<file path="config.mk">
export PLATFORM = sky130hd
export DESIGN_NAME = btb_maintenance_controller
export DESIGN_NICKNAME = d
export VERILOG_FILES = /design/src/rtl/btb_maintenance_controller.sv
export SDC_FILE = /design/constraint.sdc
export NUM_CORES = 1
export LEC_CHECK = 0
export CAP_MARGIN = 20
export CORE_MARGIN = 5
export CORE_UTILIZATION = 51
export CTS_CLUSTER_DIAMETER = 30
export DETAILED_ROUTE_END_ITERATION = 6
export PLACE_DENSITY = 0.76
export SLEW_MARGIN = 10
export SYNTH_ARGS = -nofsm -noshare
export SYNTH_HDL_FRONTEND = slang
export SYNTH_SLANG_ARGS = --single-unit
</file>
<file path="constraint.sdc">
create_clock -name clock -period 2.9 [get_ports clock]
set_input_delay 0.725 -clock clock [delete_from_list [all_inputs] [get_ports clock]]
set_output_delay 0.725 -clock clock [all_outputs]
set_load 0.01 [all_outputs]
</file>
<file path="src/rtl/btb_maintenance_controller.sv">
// BTB write-port owner: invalidation sweep (reset/flush) arbitrated against buffered branch updates.
// Latency: accepted update written 1 cycle later when idle; sweep clears one index per cycle.
// Backpressure: upd_ready low when the update FIFO is full, during flush_req, or in reset.
// Optional feature: BTB_SWEEP_ON_RESET_EN selects a post-reset invalidation sweep.

module sync_fifo #(
  parameter int W     = 8,
  parameter int DEPTH = 4
) (
  input  logic         clock,
  input  logic         reset_n,
  input  logic         clr,
  input  logic         push,
  input  logic [W-1:0] push_dat,
  input  logic         pop,
  output logic [W-1:0] head_dat,
  output logic         full,
  output logic         empty
);
  localparam int AW = $clog2(DEPTH);

  logic [W-1:0]  mem [DEPTH];
  logic [AW-1:0] rd_ptr;
  logic [AW-1:0] wr_ptr;
  logic [AW:0]   cnt;

  always_ff @(posedge clock or negedge reset_n) begin
    if (!reset_n) begin
      rd_ptr <= '0;
      wr_ptr <= '0;
      cnt    <= '0;
    end else if (clr) begin
      rd_ptr <= '0;
      wr_ptr <= '0;
      cnt    <= '0;
    end else begin
      if (push) wr_ptr <= wr_ptr + AW'(1);
      if (pop)  rd_ptr <= rd_ptr + AW'(1);
      cnt <= cnt + {{AW{1'b0}}, push} - {{AW{1'b0}}, pop};
    end
  end

  always_ff @(posedge clock) begin
    if (push && !clr) mem[wr_ptr] <= push_dat;
  end

  assign head_dat = mem[rd_ptr];
  assign full     = (cnt == (AW+1)'(DEPTH));
  assign empty    = (cnt == '0);
endmodule

module btb_maintenance_controller #(
  parameter int XLEN           = 32,
  parameter int BTB_INDEX_BITS = 8,
  parameter int UPD_FIFO_DEPTH = 4
) (
  input  logic                      clock,
  input  logic                      reset_n,
  input  logic                      flush_req,
  input  logic                      upd_valid,
  output logic                      upd_ready,
  input  logic [XLEN-1:0]           upd_pc,
  input  logic [XLEN-1:0]           upd_target,
  input  logic                      upd_taken,
  output logic                      btb_wr_en,
  output logic                      btb_wr_clear,
  output logic [BTB_INDEX_BITS-1:0] btb_wr_index,
  output logic [XLEN-1:0]           btb_wr_pc,
  output logic [XLEN-1:0]           btb_wr_target,
  output logic                      btb_wr_taken,
  output logic                      flush_busy,
  output logic                      predict_en
);
  typedef enum logic {IDLE, SWEEP} state_t;

  typedef struct packed {
    logic [XLEN-1:0] pc;
    logic [XLEN-1:0] target;
    logic            taken;
  } upd_t;

`ifdef BTB_SWEEP_ON_RESET_EN
  localparam state_t RESET_STATE = SWEEP;
`else
  localparam state_t RESET_STATE = IDLE;
`endif

  localparam logic [BTB_INDEX_BITS-1:0] LAST_IDX = '1;

  state_t                    state;
  logic [BTB_INDEX_BITS-1:0] sweep_idx;
  upd_t                      upd_in;
  upd_t                      fifo_head;
  upd_t                      wr_upd;
  logic                      fifo_full;
  logic                      fifo_empty;
  logic                      fifo_push;
  logic                      fifo_pop;
  logic                      upd_fire;
  logic                      wr_upd_vld;

  assign upd_in    = '{pc: upd_pc, target: upd_target, taken: upd_taken};
  assign upd_ready = !fifo_full && !flush_req && reset_n;
  assign upd_fire  = upd_valid && upd_ready;

  // Queued updates always go before new arrivals; an empty FIFO in IDLE is bypassed.
  assign fifo_pop   = (state == IDLE) && !flush_req && !fifo_empty;
  assign fifo_push  = upd_fire && ((state == SWEEP) || !fifo_empty);
  assign wr_upd_vld = fifo_pop || ((state == IDLE) && upd_fire && fifo_empty);
  assign wr_upd     = fifo_pop ? fifo_head : upd_in;

  sync_fifo #(
    .W     ($bits(upd_t)),
    .DEPTH (UPD_FIFO_DEPTH)
  ) u_upd_fifo (
    .clock    (clock),
    .reset_n  (reset_n),
    .clr      (flush_req),
    .push     (fifo_push),
    .push_dat (upd_in),
    .pop      (fifo_pop),
    .head_dat (fifo_head),
    .full     (fifo_full),
    .empty    (fifo_empty)
  );

  // sweep_idx holds the next index to clear; a flush issues index 0 on the sampling edge.
  always_ff @(posedge clock or negedge reset_n) begin
    if (!reset_n) begin
      state         <= RESET_STATE;
      sweep_idx     <= '0;
      btb_wr_en     <= 1'b0;
      btb_wr_clear  <= 1'b0;
      btb_wr_index  <= '0;
      btb_wr_pc     <= '0;
      btb_wr_target <= '0;
      btb_wr_taken  <= 1'b0;
      flush_busy    <= 1'b0;
    end else begin
      btb_wr_en     <= 1'b0;
      btb_wr_clear  <= 1'b0;
      btb_wr_index  <= '0;
      btb_wr_pc     <= '0;
      btb_wr_target <= '0;
      btb_wr_taken  <= 1'b0;
      flush_busy    <= 1'b0;
      if (flush_req) begin
        state        <= SWEEP;
        sweep_idx    <= BTB_INDEX_BITS'(1);
        btb_wr_en    <= 1'b1;
        btb_wr_clear <= 1'b1;
        flush_busy   <= 1'b1;
      end else if (state == SWEEP) begin
        sweep_idx    <= sweep_idx + BTB_INDEX_BITS'(1);
        btb_wr_en    <= 1'b1;
        btb_wr_clear <= 1'b1;
        btb_wr_index <= sweep_idx;
        flush_busy   <= 1'b1;
        if (sweep_idx == LAST_IDX) state <= IDLE;
      end else if (wr_upd_vld) begin
        btb_wr_en     <= 1'b1;
        btb_wr_index  <= wr_upd.pc[BTB_INDEX_BITS+1:2];
        btb_wr_pc     <= wr_upd.pc;
        btb_wr_target <= wr_upd.target;
        btb_wr_taken  <= wr_upd.taken;
      end
    end
  end

  // The state term keeps prediction off while held in reset with a pending reset sweep.
  assign predict_en = !flush_busy && (state != SWEEP);
endmodule

</file>
==> results.md, run 1 <==
- The run finished with clean final reports.
- The sequential element share of the synthesized area is 0.758.
- The initial core utilization is 0.515.
- The post-layout instance count excluding filler cells is between 1000 and 1500.
- The later-pin clock latency in the skew report is around 0.57 ns.
- The routed design uses 16.1 mm of met2 wire.
- Dividing the final minimum period by the clock period gives 0.888.
- The number of antenna diodes is 0.
- Of the total synthesized cell area, the portion taken by XOR and XNOR cells is 0.00329.
- Once layout is complete, the utilization of the core stands at 0.678.
- The tree is rooted in a sky130_fd_sc_hd__clkbuf_16.
- Counting the buffers created by CTS gives 59.
- The number of cells after detailed placement is between 1000 and 1500.
- The area fraction of the dominant cell type after synthesis is 0.587.
- The largest single stage delay on the critical path is between 0.5 and 0.6 ns.
- The cell area after technology mapping is about 13000 µm².
- The number of buffers on the longest clock path is 3.
- Timing would allow up to approximately 390 MHz.
- The number of max-cap violations is 0.
- The post-synthesis sequential element count is ~350.
- The core region area is approximately 26000 µm².
- The weighted congestion reported at the end of routability-driven placement is 0.723.
- The final global-route overflow total is 0.
- The length of routed met3 wiring is 1.80 mm.
- The most repeated cell in the gate-level netlist after synthesis is sky130_fd_sc_hd__edfxtp_1.
- Yosys attributes the largest share of cell area to sky130_fd_sc_hd__edfxtp_1 59%, sky130_fd_sc_hd__dfrtp_1 17%, sky130_fd_sc_hd__mux4_2 11%, sky130_fd_sc_hd__o2bb2ai_1 3.8%, sky130_fd_sc_hd__nand3_1 2.9%.
- For the pin with the worst max-slew slack, the measured transition is 1.02 ns.
- The synthesized netlist contains 34 unique library cells.
- The cell taking the most area after synthesis is sky130_fd_sc_hd__edfxtp_1.
- The number of pins with negative max-slew slack in the final report is 0.
- Counting flops with a built-in enable in the synthesized netlist gives between 200 and 300.
- The endpoint of the worst-slack reg-to-reg timing path is u_upd_fifo.cnt[2].
- The per-instance average area after synthesis is 19.1 µm².
- The synthesized net count is between 700 and 800.
- The number of antenna violations at the first check in global routing is 1.
- The final count of hold timing violations came to 0.
- Across the routed clock network, the largest skew measured is around 0.017 ns.
- For this design the top-level I/O count stands at roughly 150.
- The worst setup path is captured at an output pin.
- The total via count in the routed design is approximately 7400.
- Counting every sink on the clock net gives between 300 and 400.
- Setup repair after global routing left no endpoint under its margin.
- The wire length reported by the detailed router is between 30 and 40 mm.
- Dividing the detail-routed via count by the number of cells gives 5.83.
- The overall die area is a little under 30000 µm².
- Across the VDD grid, the largest voltage drop is approximately 0.51 mV.
- From synthesis to final layout, the design area changed by 31.7%.
- The total leakage power is ~6.0 nW.
- For this design, the slowest cell found on the critical path is sky130_fd_sc_hd__clkdlybuf4s50_1.
- The share of flip-flops with an asynchronous set or reset is 0.259.
- The mux share of post-synthesis cell area is 0.113.
- The number of buffers inserted for hold repair after clock tree synthesis is 0.
- The compound-gate portion of the synthesized area came to 0.0509.
- Dividing the detail-routed wire length by the instance count gives about 24 µm.
- The critical path in this run is classified as flop to output pin.
- The die outline height is 171 µm.
- The critical path starts at state.
- Headroom to the max-slew limit came out at 0.320.
- CTS built an H-tree with a depth of 2.
- After the last flow step, the layout net total stands at 961.
- The total of warnings raised by yosys is 0.
- Of the cells placed in the final design, the portion with a size suffix greater than 1 is 0.230.
- The detailed placer's ending HPWL is about 17 mm.
- The clock transition at the register clock pins on the worst setup and hold paths after CTS is about 0.050 ns.
- The path class of the lowest-slack min-delay path is primary input to async pin.
- The highest routing layer actually used is met5.
- The number of I/O port buffers is about 150.
- The power density normalized to cell area is 753 nW/µm².
- By area, the combinational part of the netlist is dominated by multiplexers.
- After technology mapping, the gate count stands at between 600 and 700.
- The cell count of the worst reg-to-reg path is 8.
- The data required time at the worst endpoint is about 2.2 ns.
- The worst slack after detailed placement is -0.0124 ns.
- After filler insertion, the fill cell instance count of the layout stands at ~1700.
- The maximum number of pins on one net before global-route repair is 75.
- The remaining number of nets flagged by the antenna check after routing is 0.
- The register-to-register path setup slack is 0.57 ns.
- Of the total synthesized cell area, the portion taken by full adders, half adders and majority gates is 0.00809.
- The maximum fanout along the worst path is 14.
- Setup violations remaining at the end of the flow were counted as 0.
- The destination of the critical timing path is predict_en.
- The signal on the critical path passes through buf_4 > nor2_1 > clkdlybuf4s50_1.
- The via count of the first global-routing pass is just under 8000.
- The clock tree from TritonCTS is yes.
- In the routed design, unresolved DRC markers number 0.
- The detailed-routing iteration count for the pre-antenna-repair pass is 5.
- The worst path meets setup with about 0.32 ns of slack.
- The worst register-to-register path begins at u_upd_fifo.cnt[0].
- The routed length on met1 is roughly 12 mm.
- Adding up every negative setup slack in the final design gives 0 ns.
- The cell row count is 59.
- STA puts the critical path data arrival time at about 1.9 ns.
- STA classifies the critical path startpoint as a flop.
- The global-route usage over all layers is 0.208.
- Measured along the x axis, the die boundary spans roughly 170 µm.
- Counting I/O delays and the setup requirement, the final critical path takes 2.58 ns.
- The first global-routing pass estimated 46.2 mm of wire.
- The most used flip-flop cell after synthesis is sky130_fd_sc_hd__edfxtp_1.
- The basic-gate share of the synthesized area counting and, or, nand and nor cells is 0.0468.
- Sorting the synthesized cells by how often they occur yields 260 x sky130_fd_sc_hd__edfxtp_1, 91 x sky130_fd_sc_hd__dfrtp_1, 77 x sky130_fd_sc_hd__nand3_1, 65 x sky130_fd_sc_hd__mux4_2, 57 x sky130_fd_sc_hd__o2bb2ai_1.
- The DRC violation total after the first TritonRoute iteration is approximately 630.
-- cell families (layout without fill, tap and decap cells) --
family / after synthesis / after routing
mux: 68 / 68
buf+inv: 58 / 297
xor+xnor: 5 / 5
simple gates: 121 / 121
compound gates: 85 / 85
flops: 351 / 351
fa+ha+maj: 8 / 8
-- routing by layer --
| layer | vias to the layer above | GRT usage |
|---|---|---|
| met1 | 3847 | 0.268 |
| met2 | 304 | 0.360 |
| met5 | - | 0 |
| met4 | 2 | 0.0710 |
| met3 | 64 | 0.0388 |
| li1 | 3193 | - |
-- worst min-delay path by stage --
stage / to / slack, ns
4_1_cts: flush_busy / 0.16
3_5_place_dp: u_upd_fifo.wr_ptr[0] / 0.55
5_1_grt: flush_busy / 0.17
3_3_place_gp: u_upd_fifo.wr_ptr[0] / 0.54
6_report: btb_wr_target[27] / 0.16
2_1_floorplan: btb_wr_en / 0.43
-- where the power goes --
| part | leakage (nW) | internal [mW] | switching, mW |
|---|---|---|---|
| registers | 3.59 | 5.48 | 0.0286 |
| clock network | 1.02 | 4.83 | 2.45 |
| logic | 1.40 | 0.160 | 0.233 |
-- sequential cells by signal, summed over array words and instances, names as in the netlist --
signal / flops
btb_wr_taken: 1
btb_wr_index: 8
flush_busy: 1
u_upd_fifo.cnt: 3
u_upd_fifo.wr_ptr: 2
u_upd_fifo.mem: 260
state: 1
u_upd_fifo.rd_ptr: 2
btb_wr_target: 32
sweep_idx: 8
btb_wr_en: 1
btb_wr_pc: 32
-- cells in the final DEF (no fill, tap or decap), drive strengths merged --
master and n:
nand2b 3, fa 1, nor2 10, clkinvlp 8, inv 20, dlymetal6s2s 1
a21oi 5, nor2b 2, buf 32, nor3 2, edfxtp 260, dfrtp 91
xor2 4, or3 4, nand3 77, o211a 1, o2bb2ai 57, o31ai 2
xnor2 1, clkdlybuf4s50 144, clkinv 12, or3b 1, and3b 2, mux4 65
o21ai 12, nand2 10, ha 7, mux2 1, mux2i 2, or4 2
clkbuf 70, and2 5, nand4 3, o211ai 8, bufinv 10
-- final cells by class --
type / instances / area (µm²) / area share
Tap cell: 335 / 419 / 0.0239
Multi-Input combinational cell: 287 / 2990 / 0.171
Clock inverter: 42 / 557 / 0.0318
Timing Repair Buffer: 177 / 1840 / 0.105
Sequential cell: 351 / 10100 / 0.576
Clock buffer: 70 / 1580 / 0.0901
Inverter: 8 / 30.0 / 0.00171
-- stage by stage --
step	instance area, µm²	total power [mW]	hold WS [ns]
after floorplan	13300	5.72	0.429
final	17500	13.2	0.158
after global placement	15400	5.98	0.543
after detailed placement	15400	5.99	0.548
after CTS	17500	13.3	0.156
after global routing	17500	13.6	0.173
-- critical path, delay by kind of cell (launching register included) --
family | cells | cell delay, ns
buf+inv | 2 | 0.76
flops | 1 | 0.42
simple gates | 1 | 0.10
-- timing repair --
action | 4_1_cts | 5_1_grt
hold endpoints to repair | 0 | 0
gates cloned | 0 | 0
buffers inserted | 0 | 0
gates resized for setup | 2 | 2
endpoints found under the setup margin | 1 | 1
Power figures use the tool's default switching activity.
==> run 2, diff against run 1 <==
CORE_UTILIZATION = 47   (was 51)
PLACE_DENSITY = 0.71   (was 0.76)
==> results.md, run 2 (synthesis gave the netlist of run 1 again) <==
- The final cycle utilization of the critical path is 0.891 (+0.00291).
- The detailed placer's ending HPWL is 16.3 mm (-6.2%).
- TritonCTS built the clock tree.
- The number of buffers created by CTS is 60 (+1.7%).
- The peak supply drop came to 0.440 mV (-14%).
- The initial core utilization is 0.477 (-0.0373).
- The arrival time of the worst setup path is 1.86 ns (about the same).
- The number of buffers inserted to repair setup after CTS is 0 (unchanged).
- The total via count in the routed design is 7216 (-2.6%).
- The maximum number of pins on one net before global-route repair was 75 (unchanged).
- The horizontal extent of the die is 178 µm (+3.9%).
- The detail-routed net length per standard cell is 21.8 µm (-8.9%).
- The run finished with clean final reports.
- The largest register by flop count is u_upd_fifo.mem.
- The switching part of the total is 0.205 (-0.000956).
- The maximum fanout along the worst path is 14 (unchanged).
- The DRC violation total after the first TritonRoute iteration was 566 (-11%).
- The worst path buffer plus inverter count came to 2 (unchanged).
- The number of max-cap violations is 0 (unchanged).
- The peak clock frequency supported by timing was 387 MHz (-0.33%).
- The commonest non-fill, non-tap cell in the layout is sky130_fd_sc_hd__edfxtp_1.
- The later-pin clock latency in the skew report is 0.57 ns (about the same).
- The global-route usage over all layers is 0.184 (-0.0241).
- The power density normalized to cell area is 739 nW/µm² (-1.8%).
- The post-route DRC violation count is 0 (unchanged).
- The kind of start point of the critical path is a flop.
- The largest individual stage delay along the critical path comes from the cell sky130_fd_sc_hd__clkdlybuf4s50_1.
- The utilization after layout is 0.628 (-0.0501).
- The number of antenna violations at the first check in global routing is 1 (unchanged).
- The fraction of final layout cells sized beyond drive strength 1 came to 0.222 (-0.00808).
- The via count normalized by instance count was 5.50 (-5.7%).
- The internal power summed over all cells is 10.3 mW (-1.9%).
- The clock transition at the register clock pins on the worst setup and hold paths after CTS is 0.05 ns (about the same).
- The final count of hold timing violations is 0 (unchanged).
- The proportion of power drawn by combinational gates is 0.030 (about the same).
- The pin slew with the least headroom to its limit was 1.03 ns (+0.00790 ns).
- The cell row count is 61 (+3.4%).
- The number of I/O port buffers was 146 (unchanged).
- The remaining number of nets flagged by the antenna check after routing is 0 (unchanged).
- Setup repair after global routing left no endpoint under its margin.
- The data required time at the worst endpoint came to 2.17 ns (about the same).
- The TritonCTS sink count is 351 (unchanged).
- The core region area was 27900 µm² (+7.8%).
- The sequential cell area is 10100 µm² (unchanged).
- The worst setup path is captured at an output pin.
- The cell count of the worst reg-to-reg path came to 8 (unchanged).
- The clock share of power is 0.544 (-0.008).
- The power after layout is 12.9 mW (-2.0%).
- The power share of the sequential group is 0.426 (+0.008).
- The remaining max-slew budget at the tightest pin is 0.315 (-0.00526).
- The multi-input combinational cell area came to 2990 µm² (unchanged).
- The final global-route overflow total is 0 (unchanged).
- In the final layout, the registers with the most flip-flops are u_upd_fifo.mem: 260 flops, btb_wr_pc: 32 flops, btb_wr_target: 32 flops.
- The buffer cell driving the clock tree root is sky130_fd_sc_hd__clkbuf_16.
- The net switching power is 2.65 mW (-2.4%).
- The final period demand of the worst path is 2.58 ns (+0.00845 ns).
- The weighted congestion reported at the end of routability-driven placement came to 0.745 (+3.0%).
- In this design, the largest share of critical-path delay is due to buffers and inverters.
- The worst setup path is of the flop to output pin kind.
- The detailed-routing iteration count for the pre-antenna-repair pass is 5 (unchanged).
- The number of cells on the critical path is 3 (unchanged).
- The wire length of the first global-routing pass is 44.8 mm (-3.1%).
- Walking the worst path, the cells encountered are buf_4 > nor2_1 > clkdlybuf4s50_1.
- The path class of the lowest-slack min-delay path is primary input to async pin.
- The total leakage power is 5.95 nW (-0.96%).
- The overall die area is 31800 µm² (+8.0%).
- The number of flip-flops under the largest register name is 260 (unchanged).
- The maximum level of the CTS H-tree is 2 (unchanged).
- The wire length reported by the detailed router came to 28.6 mm (-5.9%).
- The maximum clock skew at final layout came to 0.0168 ns (-0.000285 ns).
- The number of fillers in the final layout is 1942 (+17%).
- The number of pins with negative max-slew slack in the final report was 0 (unchanged).
- The delay of the slowest cell on the worst path is 0.54 ns (about the same).
- The die outline height is 178 µm (+3.9%).
- The total I/O pin count is 147 (unchanged).
- The via count of the first global-routing pass is 7739 (-2.5%).
- The area overhead of the layout relative to synthesis is 31.5%.
- The top cell types in the final layout, fill and taps aside, are 260 x sky130_fd_sc_hd__edfxtp_1, 144 x sky130_fd_sc_hd__clkdlybuf4s50_1, 87 x sky130_fd_sc_hd__dfrtp_1.
- The final net count is 958 (-0.31%).
- The number of buffers on the longest clock path is 3 (unchanged).
- The number of antenna diodes is 0 (unchanged).
- The final count of negative-setup-slack endpoints is 0 (unchanged).
run 2: changes by cell type in the layout (fill, tap and decap cells not counted), moves of 2 or more:
cell	delta
sky130_fd_sc_hd__bufinv_16	-2
sky130_fd_sc_hd__clkbuf_8	-3
sky130_fd_sc_hd__inv_6	-2
sky130_fd_sc_hd__clkinv_4	+2
sky130_fd_sc_hd__clkbuf_1	+7
sky130_fd_sc_hd__buf_4	-5
run 2: final cells by class:
cell class / count / area share
flip-flops and latches: 351 / 0.577
repair buffers: 173 / 0.104
clock buffers: 75 / 0.0908
clock inverters: 39 / 0.0278
inverters: 8 / 0.00172
multi-input cells: 287 / 0.171
well taps: 378 / 0.0270
run 2: through the flow:
stage	std cells	TNS (ns)	worst slack (ns)	instance area, µm²	hold WS (ns)
4_1_cts	1311	0	0.0238	17500	0.202
6_report	1311	0	0.316	17500	0.200
3_5_place_dp	1197	-0.0160	-0.0160	15400	0.549
3_3_place_gp	1197	0	0.0242	15400	0.540
2_1_floorplan	696	0	0.142	13300	0.429
5_1_grt	1311	0	0.222	17500	0.228
run 2: what timing repair did:
item / CTS / global route
endpoints found under the setup margin: 1 / 1
hold buffers: 0 / 0
resized for setup: 1 / 3
run 2: metal layers:
metal | GRT usage | vias to the layer above | routed length, µm
met3 | 0.0384 | 39 | 1780
met1 | 0.250 | 3736 | 11800
met5 | 0 | - | 12
met2 | 0.307 | 247 | 14500
met4 | 0.0518 | 2 | 489
li1 | - | 3192 | -
run 2: power groups by stage:
stage	sequential, mW	clock (mW)	combinational [mW]
detailed placement	5.60	0	0.390
finish	5.51	7.03	0.386
global route	5.51	7.43	0.421
floorplan	5.60	0	0.128
CTS	5.51	7.14	0.393
global placement	5.60	0	0.384
run 2: path summary, 6_finish.rpt:
path                                 startpoint                   end  slack [ns]
max                                       state            predict_en        0.32
max reg2reg                   u_upd_fifo.cnt[0]     u_upd_fifo.cnt[2]        0.58
min                                     reset_n     btb_wr_target[30]        0.20
max in group asynchronous               reset_n  u_upd_fifo.rd_ptr[0]        1.39
min reg2reg                u_upd_fifo.wr_ptr[0]  u_upd_fifo.wr_ptr[0]        0.56
min in group clock         u_upd_fifo.wr_ptr[0]  u_upd_fifo.wr_ptr[0]        0.56
